`src/rtl/signal_field_ctrl.sv`:
```
// signal_field_ctrl
//   Receive-side sequencer for the OFDM SIGNAL field. It gathers the serial
//   coded SIGNAL bits and hands them to the Viterbi decoder as 3-bit codewords
//   under ready/valid flow control. It then collects the decoded bits, checks
//   parity, rate and tail, and publishes RATE/LENGTH with an ok/err pulse.
//   The whole sequence can be abandoned at any point with i_abort.
//
// Ports
//   i_clk       system clock
//   i_rst       synchronous reset, active low
//   i_abort     synchronous abort, returns to IDLE on the next cycle
//   i_di        coded SIGNAL bit
//   i_di_vld    i_di valid; only honoured in IDLE and COLLECT
//   o_cw[2:0]   codeword; o_cw[2] is bit 3k, o_cw[0] is bit 3k+2
//   o_cw_vld    codeword valid
//   i_cw_rdy    decoder ready; a transfer happens when o_cw_vld & i_cw_rdy
//   i_dec_bit   decoded bit from the decoder
//   i_dec_vld   i_dec_bit valid; only honoured in DECODE
//   o_rate[3:0] {R1,R2,R3,R4}, with R1 as decoded bit 0
//   o_length    LENGTH field, decoded bits 5..16, with bit 5 as the LSB
//   o_sig_ok    1-cycle pulse: field valid, rate/length updated
//   o_sig_err   1-cycle pulse: parity, rate, tail or timeout failure
//   o_busy      high whenever the sequencer is not IDLE
module signal_field_ctrl #(
  parameter int CODED_LEN = 96,
  parameter int NUM_CW    = 32,
  parameter int DEC_LEN   = 24,
  parameter int TIMEOUT   = 255
) (
  input  logic        i_clk,
  input  logic        i_rst,
  input  logic        i_abort,
  input  logic        i_di,
  input  logic        i_di_vld,
  output logic [2:0]  o_cw,
  output logic        o_cw_vld,
  input  logic        i_cw_rdy,
  input  logic        i_dec_bit,
  input  logic        i_dec_vld,
  output logic [3:0]  o_rate,
  output logic [11:0] o_length,
  output logic        o_sig_ok,
  output logic        o_sig_err,
  output logic        o_busy
);

  typedef enum logic [2:0] {
    S_IDLE,
    S_COLLECT,
    S_EMIT,
    S_DECODE,
    S_CHECK
  } state_t;

  localparam logic [6:0] LP_LAST_BIT = 7'(CODED_LEN - 1);
  localparam logic [4:0] LP_LAST_CW  = 5'(NUM_CW - 1);
  localparam logic [4:0] LP_LAST_DEC = 5'(DEC_LEN - 1);
  localparam logic [7:0] LP_TMO_LAST = 8'(TIMEOUT - 1);

  state_t               r_state;
  state_t               w_next;
  logic [CODED_LEN-1:0] r_buf;
  logic [DEC_LEN-1:0]   r_dec;
  logic [6:0]           r_bit_cnt;
  logic [4:0]           r_cw_idx;
  logic [4:0]           r_dec_idx;
  logic [7:0]           r_tmo;
  logic [2:0]           r_cw;
  logic                 r_cw_vld;
  logic [3:0]           r_rate;
  logic [11:0]          r_length;
  logic                 r_sig_ok;
  logic                 r_sig_err;

  logic                 w_last_bit;
  logic                 w_hs;
  logic                 w_last_cw;
  logic                 w_last_dec;
  logic                 w_tmo_hit;
  logic                 w_ok;
  logic [6:0]           w_cw_base;

  assign w_last_bit = (r_state == S_COLLECT) && i_di_vld && (r_bit_cnt == LP_LAST_BIT);
  assign w_hs       = (r_state == S_EMIT) && r_cw_vld && i_cw_rdy;
  assign w_last_cw  = w_hs && (r_cw_idx == LP_LAST_CW);
  assign w_last_dec = (r_state == S_DECODE) && i_dec_vld && (r_dec_idx == LP_LAST_DEC);
  assign w_tmo_hit  = (r_state == S_DECODE) && !i_dec_vld && (r_tmo == LP_TMO_LAST);

  // Even parity over bits 0..17, R4 must be set, and the six tail bits must be zero.
  assign w_ok = ~(^r_dec[17:0]) && r_dec[3] && (r_dec[23:18] == 6'd0);

  // First buffer bit of the codeword after the current one. The index wraps
  // harmlessly on the last codeword because that value is never loaded.
  assign w_cw_base = {2'b00, 5'(r_cw_idx + 5'd1)} * 7'd3;

  // State register.
  always_ff @(posedge i_clk) begin
    if (!i_rst) r_state <= S_IDLE;
    else        r_state <= w_next;
  end

  // Next-state logic. Abort overrides every transition.
  always_comb begin
    w_next = r_state;
    if (i_abort) begin
      w_next = S_IDLE;
    end else begin
      case (r_state)
        S_IDLE:    if (i_di_vld) w_next = S_COLLECT;
        S_COLLECT: if (w_last_bit) w_next = S_EMIT;
        S_EMIT:    if (w_last_cw) w_next = S_DECODE;
        S_DECODE: begin
          if (w_last_dec)     w_next = S_CHECK;
          else if (w_tmo_hit) w_next = S_IDLE;
        end
        S_CHECK:   w_next = S_IDLE;
        default:   w_next = S_IDLE;
      endcase
    end
  end

  // State-derived outputs.
  always_comb begin
    o_busy = (r_state != S_IDLE);
  end

  // Datapath: bit buffer, codeword register, decoded bits, counters and result.
  // Each counter clears when its state is left, so no counter ever wraps.
  always_ff @(posedge i_clk) begin
    if (!i_rst) begin
      r_buf     <= '0;
      r_dec     <= '0;
      r_bit_cnt <= '0;
      r_cw_idx  <= '0;
      r_dec_idx <= '0;
      r_tmo     <= '0;
      r_cw      <= '0;
      r_cw_vld  <= 1'b0;
      r_rate    <= '0;
      r_length  <= '0;
      r_sig_ok  <= 1'b0;
      r_sig_err <= 1'b0;
    end else begin
      r_sig_ok  <= 1'b0;
      r_sig_err <= 1'b0;
      if (i_abort) begin
        r_bit_cnt <= '0;
        r_cw_idx  <= '0;
        r_dec_idx <= '0;
        r_tmo     <= '0;
        r_cw      <= '0;
        r_cw_vld  <= 1'b0;
      end else begin
        case (r_state)
          S_IDLE: begin
            r_cw_idx  <= '0;
            r_dec_idx <= '0;
            r_tmo     <= '0;
            if (i_di_vld) begin
              r_buf[0]  <= i_di;
              r_bit_cnt <= 7'd1;
            end else begin
              r_bit_cnt <= '0;
            end
          end
          S_COLLECT: begin
            if (i_di_vld) begin
              r_buf[r_bit_cnt] <= i_di;
              if (w_last_bit) begin
                // Codeword 0 is already in the buffer, so it can be offered straight away.
                r_bit_cnt <= '0;
                r_cw_idx  <= '0;
                r_cw      <= {r_buf[0], r_buf[1], r_buf[2]};
                r_cw_vld  <= 1'b1;
              end else begin
                r_bit_cnt <= r_bit_cnt + 7'd1;
              end
            end
          end
          S_EMIT: begin
            if (w_hs) begin
              if (w_last_cw) begin
                r_cw_idx <= '0;
                r_cw_vld <= 1'b0;
              end else begin
                r_cw_idx <= r_cw_idx + 5'd1;
                r_cw     <= {r_buf[w_cw_base], r_buf[w_cw_base + 7'd1], r_buf[w_cw_base + 7'd2]};
              end
            end
          end
          S_DECODE: begin
            if (i_dec_vld) begin
              r_dec[r_dec_idx] <= i_dec_bit;
              r_tmo            <= '0;
              r_dec_idx        <= w_last_dec ? 5'd0 : r_dec_idx + 5'd1;
            end else if (w_tmo_hit) begin
              r_sig_err <= 1'b1;
              r_tmo     <= '0;
              r_dec_idx <= '0;
            end else begin
              r_tmo <= r_tmo + 8'd1;
            end
          end
          S_CHECK: begin
            r_dec_idx <= '0;
            r_tmo     <= '0;
            if (w_ok) begin
              r_sig_ok <= 1'b1;
              r_rate   <= r_dec[3:0] == 4'd0 ? 4'd0 : {r_dec[0], r_dec[1], r_dec[2], r_dec[3]};
              r_length <= r_dec[16:5];
            end else begin
              r_sig_err <= 1'b1;
            end
          end
          default: begin
            r_cw_vld <= 1'b0;
          end
        endcase
      end
    end
  end

  assign o_cw      = r_cw;
  assign o_cw_vld  = r_cw_vld;
  assign o_rate    = r_rate;
  assign o_length  = r_length;
  assign o_sig_ok  = r_sig_ok;
  assign o_sig_err = r_sig_err;

endmodule

```
`config.mk`:
```
export PLATFORM = sky130hd
export DESIGN_NAME = signal_field_ctrl
export DESIGN_NICKNAME = d
export VERILOG_FILES = /design/src/rtl/signal_field_ctrl.sv
export SDC_FILE = /design/constraint.sdc
export NUM_CORES = 1
export LEC_CHECK = 0
export ABC_AREA = 1
export BUFFER_PORTS_ARGS = -buffer_cell sky130_fd_sc_hd__buf_2
export CAP_MARGIN = 30
export CORE_UTILIZATION = 60
export CTS_CLUSTER_DIAMETER = 150
export DETAILED_ROUTE_END_ITERATION = 8
export GPL_TIMING_DRIVEN = 0
export PLACE_DENSITY = 0.83
export SLEW_MARGIN = 20
export SYNTH_ARGS = -nofsm -noshare
export SYNTH_HDL_FRONTEND = slang
export SYNTH_SLANG_ARGS = --single-unit
```
`constraint.sdc`:
```
create_clock -name i_clk -period 3.1 [get_ports i_clk]
set_input_delay 0.31 -clock i_clk [delete_from_list [all_inputs] [get_ports i_clk]]
set_output_delay 0.31 -clock i_clk [all_outputs]
set_load 0.01 [all_outputs]
```
Yosys cells after proc, flatten, opt, wreduce, memory -nomap -nowiden
Index checks and enable logic that the tools add are counted.

Add/subtract/negate cells: 6. Multipliers: 1. Div/mod/pow operators: 0. Order comparisons: 7. Equal/unequal tests: 16. Shifts and indexed selects: 0. Multiplexer cells: 53. Bitwise operators: 5. Reductions and logical operators: 37.

Operator list (number): bitwise mux 96 bit (1); 2-to-1 mux 5 bit (7); < comparator 7 x 8 -> 1 bit (second input constant) (4); 2-to-1 mux 3 bit (9); bitwise mux 24 bit (1); binary-select mux 1 bit (select 7 bit) (3); XOR reduction 18 bit (1); 2-to-1 mux 1 bit (16); 2-to-1 mux 8 bit (2); one-hot mux 8 bit (2 select lines) (1); one-hot mux 5 bit (3 select lines) (1); adder 7 x 1 -> 7 bit (second input constant) (2); 2-to-1 mux 7 bit (2); one-hot mux 7 bit (2 select lines) (1); logical AND 1 bit (13); != test 2 bit (second input constant) (6); one-hot mux 3 bit (4 select lines) (1); AND reduction 4 bit (3); adder 5 x 1 -> 5 bit (second input constant) (2); == test 5 bit (second input constant) (2); one-hot mux 5 bit (2 select lines) (1); AND reduction 5 bit (2); AND reduction 3 bit (3); adder 8 x 1 -> 8 bit (second input constant) (1); other kinds (27) (40).

Bits in registers: 170. Bits in latches: 0. Bits in writable memories: 0. Memory bits (read-only): 0. Output and inout bits: 23. Logic and storage cells: 139. Memories kept: 0.

Depth between registers and ports, before layout
Depth in word-level cells: 8. Mapped depth: 20. Depth with buffers taken out: 18.

Worst setup path before layout
OpenSTA, ideal clock, no wires.

Path kind: register to register. Start: register r_cw_idx[0]. End: register r_cw[0], in the netlist o_cw[0]. Setup time: 0.070 ns. Arrival: 2.682 ns. Slack: 0.348 ns. Stages on the path, launching flop included: 19. Cell sequence: dfxtp_1 > inv_2 > clkbuf_1 > ha_1 > inv_2 > nand2_1 > nand2_1 > buf_2 > ha_1 > inv_1 > clkbuf_1 > nand3_1 > nand2_1 > nand2_1 > nand3_1 > nand3b_1 > nand3_1 > nand2_1 > a21oi_1.

Word-level cells in the longest chain between the ends: 8. Elaborated cells between the ends (all ways): 12.

RTL lines: start: declaration (RTL line 65) `logic [4:0] r_cw_idx;`; start signal: assignment (RTL line 186) `r_cw_idx <= r_cw_idx + 5'd1;`; adder 5 x 1 -> 5 bit (RTL line 94) `assign w_cw_base = {2'b00, 5'(r_cw_idx + 5'd1)} * 7'd3;`; multiplier 5 x 2 -> 7 bit (RTL line 94); adder 7 x 2 -> 7 bit (RTL line 187) `r_cw <= {r_buf[w_cw_base], r_buf[w_cw_base + 7'd1], r_buf[w_cw_base + 7'd2]};`; binary-select mux 1 bit (select 7 bit) (RTL line 187); 2-to-1 mux 1 bit (implied by the code) (RTL line 187); 2-to-1 mux 3 bit (RTL line 182) `if (w_last_cw) begin`; 2-to-1 mux 3 bit (RTL line 181) `if (w_hs) begin`; one-hot mux 3 bit (2 select lines) (RTL line 154) `case (r_state)`; end signal: assignment (RTL line 173) `r_cw <= {r_buf[0], r_buf[1], r_buf[2]};`; end signal: assignment (RTL line 187); end: declaration (RTL line 68) `logic [2:0] r_cw;`.

Parallel ways exist; a longest one is shown, timed or not. The select of a mux whose other input is x is not followed. A chain may end at the register's enable or synchronous reset.

Worst setup path after layout
Start: register r_cw_idx[0]. End: register r_cw[1], in the netlist o_cw[1].

Word-level cells in the longest chain between the ends: 8. Elaborated cells between the ends (all ways): 12.

RTL lines (RTL line): adder 5 x 1 -> 5 bit (94); multiplier 5 x 2 -> 7 bit (94); adder 7 x 1 -> 7 bit (187); binary-select mux 1 bit (select 7 bit) (187); 2-to-1 mux 1 bit (implied by the code) (187); 2-to-1 mux 3 bit (182); 2-to-1 mux 3 bit (181); one-hot mux 3 bit (2 select lines) (154).

Parallel ways exist; a longest one is shown, timed or not. The select of a mux whose other input is x is not followed.

==> impl_metrics.tcl <==
set metrics [dict create \
    critPathLaunchType "register" \
    grt_pass1_vias 10805 \
    drive_gt1_share_pct 8.53 \
    cp.arrival_ns 3.40 \
    wirelength_um 35200 \
    syn_avg_cell_area_um2 6.31 \
    fin_total_pwr_mw 5.55 \
    detailroute.via_count 11747 \
    place_inst 1899 \
    use_met2_pct 64.7 \
    synth.cell_area_um2 10400 \
    cts_buffers 17 \
    met1_usage_pct 48.6 \
    fp-row-count 47 \
    hold_slack_ns 0.216 \
    cts_htree_levels 4 \
    busiest_layer "met2" \
    ys_warn_count 0 \
    ys_seq_elements 170 \
    design_area_um2 11500 \
    cp_max_fo 10 \
    io-pin-count 31 \
    synth_top_area_cell "dfxtp_1" \
    tightestPinTransition_ns 0.819 \
    required_ns 3.47 \
    dr.pass1.iters 6 \
    ys_types 41 \
    synthTopCellsByCount "nand2_1 (438), inv_1 (198), nand3_1 (174)" \
    dieArea_um2 17900 \
    synth_top_area_share_pct 32.7 \
    place_congestion 1.01 \
    place_area_um2 10800 \
    setup_violations 0 \
    max-slew-margin-rel_pct 45.4 \
    track_usage_pct 40.0 \
    max-cap-violations 0 \
    yosys-top-cells-area "dfxtp_1 (33%), nand2_1 (16%), nand3_1 (8.4%)" \
    synth.most_common_cell "nand2_1" \
    nets 1725 \
    antenna_cells 0 \
    p_leak_nw 4.69 \
    die_w_um 134 \
    grt_pass1_wl_um 55400 \
    instances_no_fill 1932 \
    cts_buffer_depth 2 \
    ant_nets 0 \
    use_met3_pct 9.74 \
    endpoint_kind "register" \
    overflow 0 \
    drt-initial-drc-count 1444 \
    max_freq_mhz 330 \
    syn_nets 1675 \
    cts_hold_buf 0 \
    clkLatencyLatePin_ns 0.44 \
    portBuffers 30 \
    syn_inst 1649 \
    finalCriticalPeriod_ns 3.03 \
    min_period_over_period_pct 97.8 \
    clock-sinks 170 \
    finalHoldViolations 0 \
    async_reset_ff_share_pct 0 \
    report.final.slew_viol_count 0 \
    skew_ns 0.00617 \
    initial_core_util_pct 62.1 \
    grt_start_max_net_pins 17 \
    clkTransAtPathRegs_ns 0.07 \
    p_per_area_nw_per_um2 482 \
    synth_edf_count 0 \
    outcome "completed" \
    clockRootBuffer "clkbuf_16" \
    dp_hpwl_um 25400 \
    via_per_inst 6.08 \
    cts_tree "done" \
    die_h_um 134 \
    peakVddDrop_v 0.000499 \
    antenna_found_initial 0 \
    wl_per_cell_um 18.2 \
    ys_seq_area_share_pct 32.7 \
    area_growth_pct 10.8 \
    core-area_um2 16800 \
    critical_path_class "register to register" \
    drc 0 \
    synth_flop_cell "dfxtp_1" \
    min_path_type "input pin to register" \
]
==> placed cells by master (no fill, tap or decap), types with 9 or more instances in the layout <==
| cell type | instances |
|---|---|
| dfxtp_1 | 169 |
| inv_1 | 194 |
| buf_2 | 58 |
| nand2_2 | 11 |
| a31oi_1 | 17 |
| nor3_1 | 38 |
| a21oi_1 | 119 |
| inv_2 | 10 |
| xor2_1 | 9 |
| clkbuf_1 | 41 |
| o311a_1 | 20 |
| o211a_1 | 9 |
| ha_1 | 14 |
| o211ai_1 | 15 |
| o21ai_0 | 164 |
| xnor2_1 | 13 |
| nand2_1 | 432 |
| clkbuf_16 | 17 |
| nand3_1 | 173 |
| nor2_1 | 103 |
==> stage by stage <==
stage                     worst slack, ns  TNS (ns)  utilization [%]
final                              0.0695         0             68.7
after global placement             -0.773     -1.58             64.6
after CTS                         0.00648         0             68.2
after floorplan                     0.348         0                -
after detailed placement           -0.747     -1.62             64.6
after global routing              -0.0317   -0.0525             68.7
==> logic make-up (layout without fill, tap and decap cells) <==
group | after synthesis | count (layout) | share of synthesized area, %
adder cells (fa/ha/maj) | 18 | 18 | 2.17
flip-flops | 170 | 170 | 32.7
XOR/XNOR | 23 | 23 | 1.94
AND/OR/NAND/NOR | 785 | 785 | 32.2
buffers and inverters | 290 | 353 | 11.1
AO/OA/AOI/OAI | 363 | 363 | 19.9
==> what timing repair did <==
| action | in CTS | in global routing |
|---|---|---|
| setup buffers | 0 | 1 |
| setup endpoints to repair | 3 | 3 |
| gates resized for setup | 15 | 22 |
| hold endpoints to repair | 0 | 0 |
==> critical path: stages (launching register included) <==
cell and delay [ns]:
dfxtp_4 0.39, buf_4 0.18, clkbuf_8 0.19, nand3_1 0.09, xor2_1 0.24, inv_2 0.12, ha_4 0.31, inv_1 0.05
nand3_2 0.11, nand2_2 0.09, buf_4 0.19, nand2_1 0.11, nand2_4 0.11, inv_2 0.15, nand3_1 0.09, nand3_1 0.08
nand3_1 0.07, a21oi_1 0.13, nand2_1 0.13, a21oi_1 0.14
==> routing by layer <==
metal	wire length, um	vias to the layer above	share of wire (%)
met4	1690	0	4.8
li1	-	5543	-
met1	13400	5266	38
met2	15900	783	45
met5	0	-	0
met3	4140	155	12
==> final timing paths <==
kind                            cells past startpoint                        end                startpoint  slack (ns)
worst min register to register                      2     r_buf[63]$_SDFFE_PN0P_    r_buf[63]$_SDFFE_PN0P_        0.46
worst max-delay path                               19       o_cw[1]$_SDFFE_PP0P_  r_cw_idx[0]$_SDFFE_PP0P_        0.07
worst max register to register                     19       o_cw[1]$_SDFFE_PP0P_  r_cw_idx[0]$_SDFFE_PP0P_        0.07
worst min-delay path                                3  r_dec_idx[2]$_SDFFE_PP0P_                 i_dec_vld        0.22
==> registers in the layout, summed over array words and instances, names as in the netlist <==
register / cells
o_cw: 3
o_cw_vld: 1
o_length: 12
o_rate: 4
o_sig_err: 1
o_sig_ok: 1
r_bit_cnt: 7
r_buf: 96
r_cw_idx: 5
r_dec: 24
r_dec_idx: 5
r_state: 3
r_tmo: 8
==> power by group <==
group | internal (mW) | switching [mW]
combinational | 0.370 | 0.883
sequential | 2.20 | 0.0147
clock | 1.16 | 0.931
total | 3.72 | 1.83
==> layout make-up <==
class / count / area, um^2
flip-flops and latches: 170 / 3410
clock buffers: 20 / 457
multi-input cells: 1189 / 5920
fillers: 1480 / 5240
inverters: 207 / 781
clock inverters: 12 / 115
repair buffers: 31 / 158
well taps: 220 / 275
plain buffers: 83 / 407
Note: power is estimated with default switching activity, not from simulation.
